$ cat src/rtl/row_maxpool.sv
`default_nettype none
// ============================================================================
//  Module      : row_maxpool
//  Description : Pairs consecutive convolution output rows, performs 2x2
//                signed max-pooling with optional ReLU and streams the pooled
//                words serially over a valid/ready handshake.
//  Revision    : 1.0 - initial release
// ============================================================================
module row_maxpool #(
    parameter int WORDWIDTH = 32,
    parameter int ROWLEN    = 10,
    parameter int RELU_EN   = 1,
    localparam int COL_W    = (ROWLEN / 2 > 1) ? $clog2(ROWLEN / 2) : 1
) (
    input  logic                        clk,
    input  logic                        rst,
    input  logic [ROWLEN*WORDWIDTH-1:0] row_in,
    input  logic                        row_valid,
    input  logic                        row_last,
    output logic                        row_ready,
    output logic [WORDWIDTH-1:0]        pool_data,
    output logic                        pool_valid,
    input  logic                        pool_ready,
    output logic [COL_W-1:0]            pool_col,
    output logic                        pool_row_last,
    output logic                        pool_frame_last
);

    localparam int               c_half     = ROWLEN / 2;
    localparam logic [COL_W-1:0] c_col_last = COL_W'(c_half - 1);

    typedef enum logic [1:0] {
        ST_EVEN = 2'd0,
        ST_ODD  = 2'd1,
        ST_EMIT = 2'd2
    } state_t;

    state_t                      r_state;
    state_t                      w_state_next;
    logic [ROWLEN*WORDWIDTH-1:0] r_buf_a;
    logic [ROWLEN*WORDWIDTH-1:0] r_buf_b;
    logic [COL_W-1:0]            r_col;
    logic                        r_frame;
    logic                        w_row_acc;
    logic                        w_xfer;
    logic                        w_col_at_last;
    logic [WORDWIDTH-1:0]        w_pool [c_half];

    assign w_col_at_last = (r_col == c_col_last);

    // Per-column 2x2 signed maximum with optional clamp of negatives to zero
    for (genvar c = 0; c < c_half; c++) begin : g_col
        logic signed [WORDWIDTH-1:0] w_a0, w_a1, w_b0, w_b1;
        logic signed [WORDWIDTH-1:0] w_mx_a, w_mx_b, w_mx;
        assign w_a0   = $signed(r_buf_a[(2*c)*WORDWIDTH   +: WORDWIDTH]);
        assign w_a1   = $signed(r_buf_a[(2*c+1)*WORDWIDTH +: WORDWIDTH]);
        assign w_b0   = $signed(r_buf_b[(2*c)*WORDWIDTH   +: WORDWIDTH]);
        assign w_b1   = $signed(r_buf_b[(2*c+1)*WORDWIDTH +: WORDWIDTH]);
        assign w_mx_a = (w_a0 > w_a1) ? w_a0 : w_a1;
        assign w_mx_b = (w_b0 > w_b1) ? w_b0 : w_b1;
        assign w_mx   = (w_mx_a > w_mx_b) ? w_mx_a : w_mx_b;
        assign w_pool[c] = ((RELU_EN != 0) && w_mx[WORDWIDTH-1]) ? '0 : w_mx;
    end

    // State register
    always_ff @(posedge clk) begin
        if (rst) begin
            r_state <= ST_EVEN;
        end else begin
            r_state <= w_state_next;
        end
    end

    // Next-state decode and handshake outputs; reset holds off new rows
    always_comb begin
        w_state_next = r_state;
        row_ready    = 1'b0;
        pool_valid   = 1'b0;
        w_row_acc    = 1'b0;
        w_xfer       = 1'b0;
        case (r_state)
            ST_EVEN: begin
                row_ready = !rst;
                w_row_acc = row_valid && row_ready;
                if (w_row_acc && !row_last) begin
                    w_state_next = ST_ODD;
                end
            end
            ST_ODD: begin
                row_ready = !rst;
                w_row_acc = row_valid && row_ready;
                if (w_row_acc) begin
                    w_state_next = ST_EMIT;
                end
            end
            ST_EMIT: begin
                pool_valid = 1'b1;
                w_xfer     = pool_ready;
                if (w_xfer && w_col_at_last) begin
                    w_state_next = ST_EVEN;
                end
            end
            default: begin
                w_state_next = ST_EVEN;
            end
        endcase
    end

    // Row buffers, output column counter and end-of-frame flag
    always_ff @(posedge clk) begin
        if (rst) begin
            r_buf_a <= '0;
            r_buf_b <= '0;
            r_col   <= '0;
            r_frame <= 1'b0;
        end else begin
            case (r_state)
                ST_EVEN: begin
                    // A lone final row has no partner and is dropped
                    if (w_row_acc && !row_last) begin
                        r_buf_a <= row_in;
                    end
                end
                ST_ODD: begin
                    if (w_row_acc) begin
                        r_buf_b <= row_in;
                        r_frame <= row_last;
                        r_col   <= '0;
                    end
                end
                ST_EMIT: begin
                    if (w_xfer) begin
                        if (w_col_at_last) begin
                            r_col   <= '0;
                            r_frame <= 1'b0;
                        end else begin
                            r_col   <= r_col + COL_W'(1);
                        end
                    end
                end
                default: begin
                end
            endcase
        end
    end

    assign pool_data       = w_pool[r_col];
    assign pool_col        = r_col;
    assign pool_row_last   = pool_valid && w_col_at_last;
    assign pool_frame_last = pool_row_last && r_frame;

endmodule
`default_nettype wire

$ cat config.mk
export PLATFORM = sky130hd
export DESIGN_NAME = row_maxpool
export DESIGN_NICKNAME = d
export VERILOG_FILES = /design/src/rtl/row_maxpool.sv
export SDC_FILE = /design/constraint.sdc
export NUM_CORES = 2
export LEC_CHECK = 0
export BUFFER_PORTS_ARGS = -buffer_cell sky130_fd_sc_hd__buf_2
export CORE_ASPECT_RATIO = 0.7
export CORE_UTILIZATION = 55
export DETAILED_ROUTE_END_ITERATION = 7
export GPL_ROUTABILITY_DRIVEN = 0
export HOLD_SLACK_MARGIN = 0.02
export PLACE_DENSITY = 0.8
export SLEW_MARGIN = 5
export SYNTH_ARGS = -nofsm -noshare
export SYNTH_HDL_FRONTEND = slang
export SYNTH_SLANG_ARGS = --single-unit
$ cat constraint.sdc
create_clock -name clk -period 6.3 [get_ports clk]
set_input_delay 0.63 -clock clk [delete_from_list [all_inputs] [get_ports clk]]
set_output_delay 0.63 -clock clk [all_outputs]
set_load 0.05 [all_outputs]
Yosys cells after proc, flatten, opt, wreduce, memory -nomap -nowiden
Index checks and enable logic that the tools add are counted.
Operators by class
  $add $sub $neg: 1
  magnitude comparators: 16
  eq/ne operators: 9
  mux-type cells: 39
  bitwise operators: 1
  reductions and logical operators: 16
Operator list (number)
  two-way mux 32 bit: 17
  > comparator 32 bit: 15
  two-way mux 31 bit: 5
  binary-select mux 32 bit (select 3 bit): 1
  != test 2 bit (second input constant): 6
  two-way mux 3 bit: 3
  two-way mux 1 bit: 7
  logical AND 1 bit: 6
  two-way mux 2 bit: 3
  case mux 2 bit (3 select lines): 1
  case mux 3 bit (2 select lines): 1
  AND reduction 3 bit: 2
  greater-or-equal comparator 4 bit (second input constant): 1
  NOT 3 -> 4 bit: 1
  AND reduction 2 bit: 2
  AND reduction 4 bit: 1
  adder 3 x 1 -> 3 bit (second input constant): 1
  equality test 3 bit (second input constant): 1
  equality test 2 x 1 -> 1 bit (second input constant): 1
  equality test 2 bit (second input constant): 1
  logical NOT 1 bit: 2
  logical NOT 2 bit: 1
  case mux 1 bit (2 select lines): 1
  nonzero test 2 bit: 1
  OR reduction 2 bit: 1
Storage, ports and cells
  bits in registers: 646
  bits of input ports: 325
  output and inout bits: 39
  logic and storage cells: 87

Longest topological paths before layout
  word-level depth: 8
  depth in mapped cells: 27
  mapped depth without buffers: 22

Worst setup path before layout
Ideal clock, no wire load.
  path kind: register to output
  start point: register r_buf_b[191]
  end point: output port pool_data[10]
  arrival: 6.502 ns
  data required time: 5.670 ns
  path slack: -0.832 ns
  stages on the path, launching flop included: 26
  buffers on the path: 5
  cell sequence: dfxtp_1 -> inv_1 -> clkbuf_1 -> ha_1 -> nand4_1 -> nor3_1 -> o221ai_1 -> o211ai_1 -> nor2_1 -> o21ai_0 -> clkbuf_1 -> clkbuf_1 -> buf_1 -> mux2i_1 -> ha_1 -> nand2_1 -> nor4_1 -> or4b_1 -> a21oi_1 -> o31ai_1 -> nor4_1 -> clkbuf_1 -> nand3_1 -> o2111ai_1 -> a21oi_1 -> o311ai_1
On the way
  word-level cells in the longest chain between the ends: 8
RTL lines
  start: declaration: line 41  | logic [ROWLEN*WORDWIDTH-1:0] r_buf_b;
  start signal: assignment: line 126  | r_buf_b <= row_in;
  > comparator 32 bit: line 60  | assign w_mx_b = (w_b0 > w_b1) ? w_b0 : w_b1;
  two-way mux 32 bit (*): line 60
  > comparator 32 bit: line 61  | assign w_mx = (w_mx_a > w_mx_b) ? w_mx_a : w_mx_b;
  two-way mux 32 bit (*): line 61
  two-way mux 31 bit (*): line 62  | assign w_pool[c] = ((RELU_EN != 0) && w_mx[WORDWIDTH-1]) ? '0 : w_mx;
  binary-select mux 32 bit (select 3 bit) (*): line 147  | assign pool_data = w_pool[r_col];
  two-way mux 32 bit (not written as such) (*) (2 in series): line 147
  end: declaration: line 21  | output logic [WORDWIDTH-1:0] pool_data,
Mark *: on every way between the ends. The rest lies on a longest branch, timed or not. The select of a mux whose other input is x is not followed.

Worst setup path after layout
  start point: register r_buf_a[151]
  end point: output port pool_data[27]
On the way
  word-level cells in the longest chain between the ends: 8
RTL lines
  start: declaration: line 40  | logic [ROWLEN*WORDWIDTH-1:0] r_buf_a;
  start signal: assignment: line 121  | r_buf_a <= row_in;
  > comparator 32 bit: line 59  | assign w_mx_a = (w_a0 > w_a1) ? w_a0 : w_a1;
  two-way mux 32 bit (*): line 59
  > comparator 32 bit: line 61
  two-way mux 32 bit (*): line 61
  two-way mux 31 bit (*): line 62
  binary-select mux 32 bit (select 3 bit) (*): line 147
  two-way mux 32 bit (not written as such) (*) (2 in series): line 147
Marked as above.

==> reports/qor.csv <==
stage,metric,value,unit
finish,fill_cells,5594,
logic_synthesis,synthDistinctLibCells,83,
global_routing,grt_start_max_net_pins,192,
clock_network,clock_tree.root_cell,sky130_fd_sc_hd__clkbuf_16,
route,first_iter_violations,7809,
hold_path,worstHoldStart,row_in[204],
critical_path,timing.reg2reg.setup_slack,3.45,ns
logic_synthesis,synth_enable_flop_cells,0,
critical_path,crit_fanout,10,
logic_synthesis,ys_seq_area_frac,0.300,
finish,final_design_area_no_fill,54900,sq um
route,routed_wirelength,169000,um
floorplanning,placement_rows,85,
critical_path,cpMaxStageDelayCell,sky130_fd_sc_hd__a221oi_4,
route,number_of_remaining_drc_errors,121,
timing,rsz0062_at_grt,yes,
clock_network,clkSlewWorstSetupHoldPaths,0.07,ns
finish,area.growth.synth_to_final,27.4,%
logic_synthesis,mappedNetlistNets,6371,
placed_design,detailed_place.area,50800,sq um
global_routing,grt_antenna_before_repair,6,
global_routing,grt_pass1_vias,43546,
critical_path,critical_path_required,5.67,ns
floorplanning,die_area,79500,sq um
finish,fraction_of_layout_instances_using_a_drive_strength_above_1,0.238,
critical_path,rr_endpoint,r_buf_a[135],
job,cap_violations,0,
timing,worst-slew-pin-transition,1.15,ns
floorplanning,coreArea,77200,sq um
timing,timing.fmax,0.131,GHz
logic_synthesis,syn_area_per_cell,7.75,sq um
critical_path,critical-path-top-cell-by-count,sky130_fd_sc_hd__buf_4,
floorplanning,die_width,337,um
timing,shortest_clock_period_the_worst_path_allows_after_layout,7.64,ns
global_routing,grt.total_usage,0.400,
hold_path,timing.hold.worst.class,input pin to register,
logic_synthesis,async_set_reset_flop_share_out_of_synthesis,0,
hold_path,hold_end,r_buf_b[204],
clock_network,cts_num_sinks,646,
timing,final_min_period_over_clock_period,1.21,
logic_synthesis,ys.warnings.count,0,
route,avgViaCountPerCell,6.40,
logic_synthesis,post_synth_instance_area,43100,sq um
power_and_ir_drop,p_per_area,290,nW/um^2
finish,fin_util,0.712,
clock_network,cts_max_path_buffers,3,
run_status,status,"finished, violations left",
clock_network,cts_buffers,67,
critical_path,cp-end-kind,primary output,
timing,finalSetupViolCount,31,
finish,design.final.nets,7107,
global_routing,grt_first_pass_wirelength,249000,um
critical_path,startpoint_of_the_worst_slack_reg_to_reg_timing_path,r_state[0],
critical_path,worstSetupStartpointType,register,
hold_path,min_path_cells,3,
global_routing,grt_remaining_overflow,0,
run_status,violated_checks,"DRC, setup timing",
timing,layout_setup_ws,-1.34,ns
critical_path,worst-r2r-cell-count,5,
timing,final-max-slew-violation-count,0,
power_and_ir_drop,max-vdd-ir-drop,221,uV
timing,slew_headroom,0.232,
route,antenna_violating_nets_post_route,0,
critical_path,critical_path_class,register to primary output,
placed_design,detailed_place_hpwl,121000,um
timing,finalHoldViolations,0,
clock_network,tritoncts,yes,
floorplanning,floorplan.die.height,236,um
route,detailroute.via_count,47380,
placed_design,io_buffer_count,362,
critical_path,crit_arrival,7.01,ns
floorplanning,io_pins,364,
logic_synthesis,syn-instance-count,5564,
clock_network,clk_latency,0.66,ns
logic_synthesis,ys.flop_type,sky130_fd_sc_hd__dfxtp_1,
route,post_drt_wl_per_cell,22.9,um
critical_path,critPathMaxStageDelay,0.51,ns
logic_synthesis,synth.ff_latch_count,646,
floorplanning,initial_utilization,0.558,
power_and_ir_drop,power.leakage,23.1,nW
clock_network,ctsHtreeMaxLevel,3,
timing,clock_skew,0.0192,ns
timing,finalSetupTns,-36.96,ns
route,drt_pass1_iterations,8,
-- synth_stat cells (all sizes together) (31+ instances only) --
cell / count / area share
buf: 42 / 0.0049
ha: 482 / 0.14
and3b: 31 / 0.0063
a32oi: 32 / 0.0065
inv: 376 / 0.033
nand3b: 67 / 0.012
o21ai: 379 / 0.044
mux2: 63 / 0.016
nand2: 1121 / 0.098
dfxtp: 646 / 0.30
o2111ai: 33 / 0.0067
a41o: 31 / 0.0072
mux2i: 192 / 0.045
clkbuf: 335 / 0.029
nand4: 88 / 0.013
nand3: 99 / 0.011
nor2: 140 / 0.012
nand2b: 194 / 0.028
nor3: 57 / 0.0067
a21oi: 547 / 0.063
a211oi: 111 / 0.026
o31ai: 163 / 0.028
a21o: 68 / 0.012
-- per-layer routing --
metal / vias up / global-route usage / part of all wire
li1: 21137 / - / -
met1: 22122 / 0.543 / 0.39
met2: 3419 / 0.559 / 0.40
met3: 700 / 0.142 / 0.15
met4: 2 / 0.181 / 0.057
met5: - / 0.00790 / 0.000083
-- metrics by stage --
stage               total power (W)  setup WS (ns)  cells  hold slack [ns]
finish                       0.0159          -1.34   7399            0.190
global route                 0.0164          -1.38   7397            0.206
CTS                          0.0153         -0.864   7375            0.180
detailed placement           0.0105         -0.595   7231            0.433
global placement             0.0103         -0.524   7231            0.429
floorplan                   0.00789         0.0120   5564            0.416
-- layout by cell type, fill, tap and decap left out, types with 32 or more instances in the layout --
cell type                   instances
sky130_fd_sc_hd__a211oi_1          42
sky130_fd_sc_hd__a211oi_2          63
sky130_fd_sc_hd__a21o_1            68
sky130_fd_sc_hd__a21oi_1          517
sky130_fd_sc_hd__a32oi_1           32
sky130_fd_sc_hd__buf_12            69
sky130_fd_sc_hd__buf_2            330
sky130_fd_sc_hd__buf_4            621
sky130_fd_sc_hd__clkbuf_16         69
sky130_fd_sc_hd__dfxtp_1          622
sky130_fd_sc_hd__ha_1             461
sky130_fd_sc_hd__inv_1            361
sky130_fd_sc_hd__mux2_2            62
sky130_fd_sc_hd__mux2i_1          174
sky130_fd_sc_hd__nand2_1         1114
sky130_fd_sc_hd__nand2b_1         194
sky130_fd_sc_hd__nand3_1           98
sky130_fd_sc_hd__nand3b_1          67
sky130_fd_sc_hd__nand4_1           87
sky130_fd_sc_hd__nor2_1           137
sky130_fd_sc_hd__nor3_1            51
sky130_fd_sc_hd__o21ai_0          356
sky130_fd_sc_hd__o31ai_1          162
-- worst max path at each step --
stage | from | endpoint | slack, ns
floorplan | r_buf_a[183] | pool_data[0] | 0.01
global placement | r_buf_a[179] | pool_data[21] | -0.52
detailed placement | r_buf_a[183] | pool_data[20] | -0.60
CTS | r_buf_a[190] | pool_data[24] | -0.86
global route | r_buf_a[182] | pool_data[27] | -1.38
finish | r_buf_a[151] | pool_data[27] | -1.34
-- final cells by class --
cell class                 count  area (sq um)  area share
inverter                     376          1410      0.0257
antenna                        2          5.00   0.0000911
timing repair buffer        1042          8060       0.147
sequential                   646         13000       0.236
clock inverter                33           443     0.00806
clock buffer                  89          1920      0.0350
multi-input combinational   4167         28800       0.525
tap                         1044          1310      0.0238
-- power by group --
part	leakage [nW]	switching, W	internal [W]
Combinational	16.7	0.00410	0.00316
Clock	1.15	0.00187	0.00250
Sequential	5.25	0.000102	0.00421
Total	23.1	0.00607	0.00986
-- flip-flops by register name (all words and copies together), names as in the netlist --
register	flops
r_state	2
r_frame	1
r_buf_b	320
r_buf_a	320
pool_col	3
-- logic make-up after synthesis --
family | synth area share
AND/OR/NAND/NOR | 0.210
AO/OA/AOI/OAI | 0.222
buffers and inverters | 0.0668
flip-flops | 0.300
adder cells (fa/ha/maj) | 0.140
multiplexers | 0.0610
other | 0.0000870
-- timing repair --
item / CTS / global route
setup endpoints to repair: 31 / 31
gates resized for setup: 159 / 112
cloned: 7 / 2
pin swaps: 37 / 44
setup buffers: 21 / 23
endpoints found under the hold margin: 0 / 0
hold buffers: 0 / 0
-- critical path, delay by kind of cell, from the launching register on --
family	cells	cell delay [ns]
mux	1	0.31
simple gates	7	1.43
flops	1	0.43
compound gates	8	1.80
buf+inv	11	1.76
fa+ha+maj	2	0.61
Power figures use the tool's default switching activity.
